File: src/rtl/hilo_div_seq_pkg.sv
// Shared definitions for the HI/LO sequential divider: state encodings,
// handshake levels and the iteration count.
package hilo_div_seq_pkg;

    typedef enum logic [1:0] {
        DivFree   = 2'b00,
        DivByZero = 2'b01,
        DivOn     = 2'b10,
        DivEnd    = 2'b11
    } div_state_e;

    localparam logic DivResultReady    = 1'b1;
    localparam logic DivResultNotReady = 1'b0;
    localparam logic DivStart          = 1'b1;
    localparam logic DivStop           = 1'b0;

    localparam int DIV_ITER = 32;

endpackage

File: src/rtl/hilo_div_seq.sv
// 32-step restoring divider producing {remainder, quotient} for the HI/LO pair.
// Signed operands are divided as magnitudes and the signs are fixed up at the end.
module hilo_div_seq
    import hilo_div_seq_pkg::*;
(
    input  logic        clk,
    input  logic        rst,
    input  logic        start_i,
    input  logic        annul_i,
    input  logic        signed_div_i,
    input  logic [31:0] opdata1_i,
    input  logic [31:0] opdata2_i,
    output logic [63:0] result_o,
    output logic        ready_o,
    output logic        busy_o
);

    div_state_e  state, state_nxt;
    logic [5:0]  cnt;
    logic [31:0] rem, dq, dvsr;
    logic        sdiv, sign1, sign2;

    logic [32:0] upper;
    logic [33:0] diff;
    logic        qbit;
    logic [31:0] rem_nxt, q_nxt, mag1, mag2, q_fin, r_fin;

    // One trial subtract per step; diff[33] is the borrow out.
    always_comb begin
        upper   = {rem, dq[31]};
        diff    = {1'b0, upper} - {2'b00, dvsr};
        qbit    = ~diff[33];
        rem_nxt = qbit ? diff[31:0] : upper[31:0];
        q_nxt   = {dq[30:0], qbit};
        q_fin   = (sdiv && (sign1 ^ sign2)) ? (~q_nxt + 32'd1) : q_nxt;
        r_fin   = (sdiv && sign1) ? (~rem_nxt + 32'd1) : rem_nxt;
        mag1    = (signed_div_i && opdata1_i[31]) ? (~opdata1_i + 32'd1) : opdata1_i;
        mag2    = (signed_div_i && opdata2_i[31]) ? (~opdata2_i + 32'd1) : opdata2_i;
    end

    always_comb begin
        state_nxt = state;
        case (state)
            DivFree: begin
                if (start_i == DivStart && !annul_i)
                    state_nxt = (opdata2_i == 32'd0) ? DivByZero : DivOn;
            end
            DivByZero: state_nxt = annul_i ? DivFree : DivEnd;
            DivOn: begin
                if (annul_i)
                    state_nxt = DivFree;
                else if (cnt == 6'(DIV_ITER - 1))
                    state_nxt = DivEnd;
            end
            DivEnd: begin
                if (start_i == DivStop)
                    state_nxt = DivFree;
            end
            default: state_nxt = DivFree;
        endcase
    end

    always_ff @(posedge clk or negedge rst) begin
        if (!rst) begin
            state    <= DivFree;
            cnt      <= '0;
            rem      <= '0;
            dq       <= '0;
            dvsr     <= '0;
            sdiv     <= 1'b0;
            sign1    <= 1'b0;
            sign2    <= 1'b0;
            result_o <= '0;
            ready_o  <= DivResultNotReady;
        end else begin
            state <= state_nxt;
            case (state)
                DivFree: begin
                    if (state_nxt == DivOn) begin
                        rem   <= '0;
                        dq    <= mag1;
                        dvsr  <= mag2;
                        sdiv  <= signed_div_i;
                        sign1 <= opdata1_i[31];
                        sign2 <= opdata2_i[31];
                        cnt   <= '0;
                    end
                end
                DivByZero: begin
                    if (!annul_i) begin
                        result_o <= '0;
                        ready_o  <= DivResultReady;
                    end
                end
                DivOn: begin
                    if (!annul_i) begin
                        rem <= rem_nxt;
                        dq  <= q_nxt;
                        cnt <= cnt + 6'd1;
                        // Last step loads the sign-corrected result on the same edge.
                        if (cnt == 6'(DIV_ITER - 1)) begin
                            result_o <= {r_fin, q_fin};
                            ready_o  <= DivResultReady;
                        end
                    end
                end
                DivEnd: begin
                    if (start_i == DivStop) begin
                        result_o <= '0;
                        ready_o  <= DivResultNotReady;
                    end
                end
                default: ;
            endcase
        end
    end

    assign busy_o = (state == DivOn) || (state == DivByZero);

endmodule

File: config.mk
export PLATFORM = sky130hd
export DESIGN_NAME = hilo_div_seq
export DESIGN_NICKNAME = d
export VERILOG_FILES = /design/src/rtl/hilo_div_seq_pkg.sv /design/src/rtl/hilo_div_seq.sv
export SDC_FILE = /design/constraint.sdc
export NUM_CORES = 1
export LEC_CHECK = 0
export CAP_MARGIN = 20
export CORE_MARGIN = 2
export CORE_UTILIZATION = 50
export DETAILED_ROUTE_END_ITERATION = 8
export GPL_TIMING_DRIVEN = 0
export PLACE_DENSITY = 0.82
export SYNTH_ARGS = -nofsm -noshare
export SYNTH_HDL_FRONTEND = slang
export SYNTH_SLANG_ARGS = --single-unit
File: constraint.sdc
create_clock -name clk -period 5.3 [get_ports clk]
set_input_delay 1.325 -clock clk [delete_from_list [all_inputs] [get_ports clk]]
set_output_delay 1.325 -clock clk [all_outputs]
set_load 0.02 [all_outputs]
Word-level counts from Yosys, hierarchy flattened
Cells that the tools add are included.
{"block": "totals", "regBits": 172, "latchBits": 0, "ramBits": 0, "romBits": 0, "input_bits": 69, "out_inout_bits": 66, "word_cells": 77, "memories": 0}
{"block": "op_classes", "addsub": 6, "n_mul": 0, "div_mod_pow": 0, "n_lt_le_gt_ge": 0, "n_eq_ne": 10, "shift": 0, "muxes": 31, "n_bitwise": 6, "reduce_logical": 14}
{"cell": "two-way mux 32 bit", "n": 9}
{"cell": "two-way mux 64 bit", "n": 4}
{"cell": "one-hot mux 64 bit (3 select lines)", "n": 1}
{"cell": "adder 32 x 1 -> 32 bit (second input constant)", "n": 4}
{"cell": "NOT 32 bit", "n": 4}
{"cell": "one-hot mux 32 bit (2 select lines)", "n": 2}
{"cell": "subtractor 33 x 32 -> 34 bit", "n": 1}
{"cell": "zero test 32 bit", "n": 1}
{"cell": "two-way mux 2 bit", "n": 6}
{"cell": "two-way mux 6 bit", "n": 2}
{"cell": "one-hot mux 6 bit (2 select lines)", "n": 1}
{"cell": "!= test 2 bit (second input constant)", "n": 5}
{"cell": "one-hot mux 2 bit (4 select lines)", "n": 1}
{"cell": "adder 6 x 1 -> 6 bit (second input constant)", "n": 1}
{"cell": "equality test 2 bit (second input constant)", "n": 3}
{"cell": "equality test 6 x 5 -> 1 bit (second input constant)", "n": 1}
{"cell": "logical AND 1 bit", "n": 5}
{"cell": "AND reduction 5 bit", "n": 1}
{"cell": "two-way mux 1 bit", "n": 4}
{"cell": "one-hot mux 1 bit (3 select lines)", "n": 1}
{"cell": "AND reduction 3 bit", "n": 1}
{"cell": "nonzero test 3 bit", "n": 1}
{"cell": "equality test 2 x 1 -> 1 bit (second input constant)", "n": 1}
{"cell": "zero test 2 bit", "n": 1}
{"cell": "other kinds (6)", "n": 6}

Longest topological paths before layout
{"block": "depth", "word_depth": 8, "mapped_depth": 26}

Worst setup path after synthesis
No wires, ideal clock.
{"block": "synth_timing", "path_kind": "reg-to-reg", "start": "register rem[3]", "end": "register result_o[58]", "setup_time_ns": 0.135, "arrival_ns": 4.817, "path_slack_ns": 0.349, "stages_incl_launch_ff": 24, "path_buffers": 5, "synth_period_minus_slack_ns": 4.951, "cell_sequence": "dfrtp_1 -> ha_1 -> buf_2 -> a21o_1 -> a31oi_1 -> a211oi_2 -> o211ai_2 -> nand3_2 -> buf_4 -> buf_2 -> buf_4 -> buf_2 -> o21ai_0 -> ha_1 -> nand2_1 -> or3_1 -> or2_2 -> nor4_1 -> a31oi_1 -> o21bai_1 -> nor4b_2 -> a21oi_1 -> xnor2_1 -> o21ai_0"}
{"block": "synth_via", "elab_chain_len": 8}
{"element": "start, declared", "line_no": "hilo_div_seq.sv:20", "rtl": "logic [31:0] rem, dq, dvsr;"}
{"element": "start signal, assigned", "line_no": "hilo_div_seq.sv:97", "rtl": "rem <= rem_nxt;"}
{"element": "subtractor 33 x 32 -> 34 bit", "line_no": "hilo_div_seq.sv:31", "rtl": "diff = {1'b0, upper} - {2'b00, dvsr};"}
{"element": "two-way mux 32 bit (*)", "line_no": "hilo_div_seq.sv:33", "rtl": "rem_nxt = qbit ? diff[31:0] : upper[31:0];"}
{"element": "NOT 32 bit", "line_no": "hilo_div_seq.sv:36", "rtl": "r_fin = (sdiv && sign1) ? (~rem_nxt + 32'd1) : rem_nxt;"}
{"element": "adder 32 x 1 -> 32 bit", "line_no": "hilo_div_seq.sv:36"}
{"element": "two-way mux 32 bit (*)", "line_no": "hilo_div_seq.sv:36"}
{"element": "two-way mux 64 bit (*)", "line_no": "hilo_div_seq.sv:101", "rtl": "if (cnt == 6'(DIV_ITER - 1)) begin"}
{"element": "two-way mux 64 bit (*)", "line_no": "hilo_div_seq.sv:96", "rtl": "if (!annul_i) begin"}
{"element": "one-hot mux 64 bit (3 select lines) (*)", "line_no": "hilo_div_seq.sv:77", "rtl": "case (state)"}
{"element": "end signal, assigned", "line_no": "hilo_div_seq.sv:102", "rtl": "result_o <= {r_fin, q_fin};"}
{"element": "end, declared", "line_no": "hilo_div_seq.sv:13", "rtl": "output logic [63:0] result_o,"}
Mark *: on every way between the ends. The rest lies on a longest branch, timed or not. The select of a mux whose other input is x is not followed.
A chain may end at the register's enable or synchronous reset.

Worst setup path after layout
{"block": "layout_timing", "start": "register rem[3]", "end": "register result_o[54]"}
The elaborated chain is that of the path after synthesis.

==> flow_summary_export.csv <==
group,metric,value,unit
synthesis,syn-cell-area,12000,sq um
sta,fin_worst_skew,0.0140,ns
setup_path,end_kind,"register",
sta,setup_viol,0,
synthesis,syn_nets,1610,
placement,dp_slack,-0.637,ns
sta,worst_slack,0.221,ns
clock_network,numCtsBuffers,17,
synthesis,synth_cells,1498,
power,combPwrFrac,0.549,
global_routing,grt_pass1_vias,11600,
power,peakVddDrop,0.000250,V
die,initial_utilization,0.512,
setup_path,crit_arrival,5.43,ns
sta,fin_crit,5.08,ns
setup_path,start_kind,"register",
clock_network,clock_sinks,172,
clock_network,postCtsHoldBufs,0,
global_routing,grt_usage,0.287,
power,power_leakage,6.07,nW
setup_path,criticalPathCategory,"reg -> reg",
sta,timing.final.crit_share,0.958,
die,dieHeight,159,microns
setup_path,r2r_cells,25,
synthesis,seq_area_frac_synth,0.357,
setup_path,path_max_fanout,19,
synthesis,async_reset_ff_frac,1.00,
die,io_pins,135,
global_routing,antenna_found_initial,0,
layout,layout_common_cells,"nand2_1, o21ai_0, dfrtp_1, clkdlybuf4s50_1, a21oi_1",
layout,diodes,0,
die,die_area,25400,sq um
synthesis,yosysWarningCount,0,
clock_network,worstSkewPairLatency,0.45,ns
placement,io_buffer_count,134,
hold_path,worst_hold_path_type,"reg -> reg",
detailed_routing,vias,12000,
clock_network,cts_root_buf,"clkbuf_16",
setup_path,r2r-start,"rem[3]",
placement,place.gp.congestion,0.958,
synthesis,yosysUniqueCellTypes,84,
die,core,23500,sq um
power,switchingPower,3.33,mW
setup_path,r2r_end,"result_o[54]",
power,power_frac_clock,0.187,
clock_network,cts.path.max_buffers,2,
power,powerDensity,473,nW/um^2
die,die-width,159,microns
detailed_routing,vias_per_cell,6.02,
sta,finalHoldViolCount,0,
detailed_routing,drt_iter0_markers,1157,
detailed_routing,dr.pass1.iters,6,
hold_path,hold_path_end,"result_o[57]",
detailed_routing,ant_nets,0,
synthesis,syn_avg_cell_area,8.04,sq um
sta,fmax,197,MHz
clock_network,cts_htree_levels,4,
layout,synthToLayoutAreaGrowth,21.8,%
status,outcome,"finished, final reports clean",
die,rows,56,
layout,fin_util,0.623,
hold_path,holdPathStages,2,
sta,timing.setup.tns,0,ns
flow_run,max_cap_viol_count,0,
hold_path,min_from,"result_o[57]",
power,swShare,0.480,
sta,relSlewSlack,0.425,
synthesis,ys.flop_type,"dfrtp_1",
power,power.internal,3.61,mW
detailed_routing,wl_per_cell,18.4,microns
layout,num-fill-cells,2051,
detailed_routing,drt_wl_total,36500,microns
layout,final_common_cell,"nand2_1",
power,seqPwrFrac,0.264,
clock_network,clk_pin_slew,0.07,ns
power,totalPowerFinal,6.93,mW
placement,dp_hpwl,28200,microns
sta,slew_violations,0,
sta,worstMarginPinSlew,0.852,ns
layout,nets,1771,
layout,drive_gt1_frac,0.0754,
setup_path,r2r_slack,0.22,ns
global_routing,grt_pass1_wl,59100,microns
synthesis,synth.ff_latch_count,172,
global_routing,grt_max_degree,113,
global_routing,globalRouteOverflowTotal,0,
detailed_routing,drc,0,
clock_network,tritoncts,"done",
synthesis,synth_edf_count,0,
setup_path,required,5.65,ns
## flip-flops by register name (all words and copies together), names as in the netlist
register	cells
ready_o	1
rem	32
result_o	64
state	2
dvsr	32
sdiv	1
sign1	1
sign2	1
dq	32
cnt	6
## cell type report
type,count,area (sq um),share of cell area
sequential,172,4310,0.294
buffer,71,343,0.0234
inverter,56,210,0.0143
tap,319,399,0.0272
multi-input combinational,1197,7360,0.502
clock inverter,15,178,0.0121
clock buffer,17,425,0.0290
timing repair buffer,144,1440,0.0983
## how the worst max path moves through the flow
stage            start  cells past startpoint      endpoint  slack (ns)
4_1_cts         rem[9]                     26  result_o[58]        0.04
3_5_place_dp   rem[17]                     24  result_o[58]       -0.64
2_1_floorplan   rem[3]                     23  result_o[58]        0.35
6_report        rem[3]                     25  result_o[54]        0.22
3_3_place_gp       rst                      1      state[1]       -4.22
5_1_grt        rem[17]                     25  result_o[54]       -0.01
## worst max-delay path, stage by stage, from the launching register on
cell,delay (ns)
dfrtp_2,0.45
ha_1,0.31
buf_4,0.18
a21o_1,0.21
a31oi_4,0.20
a211oi_2,0.13
o211ai_2,0.25
nand3_4,0.15
buf_4,0.22
buf_6,0.18
buf_6,0.16
nor2_1,0.09
a21oi_1,0.05
inv_1,0.12
ha_2,0.23
nand2_1,0.07
or3_1,0.34
or2_2,0.32
nor4_2,0.16
a31oi_1,0.08
o21bai_4,0.23
nor4b_4,0.28
buf_4,0.16
a21oi_1,0.07
xor2_1,0.17
o21ai_1,0.14
## through the flow
step	hold WS, ns	cell area [sq um]	instances
3_3_place_gp	0.465	13800	1951
4_1_cts	0.487	14600	1990
6_report	0.480	14700	1991
2_1_floorplan	0.451	12000	1498
3_5_place_dp	0.471	13800	1952
5_1_grt	0.521	14700	1991
## synth_stat cells, types with 5 or more instances
cell type	number	area (sq um)
nand2_1	246	923
o21ai_0	197	986
dfrtp_1	172	4300
a21oi_1	129	646
nor2_1	105	394
xor2_1	73	639
xnor2_1	67	587
inv_1	54	203
clkbuf_1	47	176
nor3_1	45	225
ha_1	42	526
o31ai_1	27	203
mux2i_1	17	170
nor4_1	17	106
or3_1	17	106
a31oi_1	15	93.8
and2_1	15	93.8
buf_2	15	75.1
nand3_1	15	75.1
a21o_1	12	90.1
nand2b_1	12	75.1
o21ai_1	12	60.1
nand4_1	11	68.8
buf_4	10	75.1
a22o_1	8	70.1
and3_1	7	43.8
o41ai_1	7	61.3
a211oi_1	6	45.0
and4_1	6	52.6
mux2_2	5	56.3
o211ai_1	5	37.5
## layer usage
metal / routed length (microns) / vias to the layer above / GRT usage
met2: 17300 / 528 / 0.470
li1: - / 5619 / -
met4: 1100 / 0 / 0.105
met3: 2810 / 86 / 0.0419
met5: 0 / - / 0
met1: 15300 / 5743 / 0.387
## power groups by stage
| stage | sequential [mW] | clock, mW | combinational (mW) |
|---|---|---|---|
| 6_report | 1.83 | 1.30 | 3.81 |
| 2_1_floorplan | 1.78 | 0 | 2.61 |
| 4_1_cts | 1.82 | 1.30 | 3.68 |
| 3_3_place_gp | 1.84 | 0 | 3.51 |
| 3_5_place_dp | 1.85 | 0 | 3.58 |
| 5_1_grt | 1.87 | 1.37 | 4.18 |
## cell families (layout without fill, tap and decap cells)
logic type | count (synthesis) | count (layout) | share of synthesized area
muxes | 24 | 24 | 0.0211
adders and majority gates | 43 | 43 | 0.0453
AOI/OAI and AO/OA | 464 | 464 | 0.227
DFF | 172 | 172 | 0.357
and+or+nand+nor | 526 | 526 | 0.203
xor gates and xnor gates | 140 | 140 | 0.102
buffers and inverters | 129 | 303 | 0.0449
## repair_timing
| item | in CTS | in global routing |
|---|---|---|
| endpoints found under the setup margin | 10 | 12 |
| buffers inserted | 6 | 3 |
| pin swaps | 5 | 3 |
| gates resized for setup | 27 | 21 |
Power figures use the tool's default switching activity.
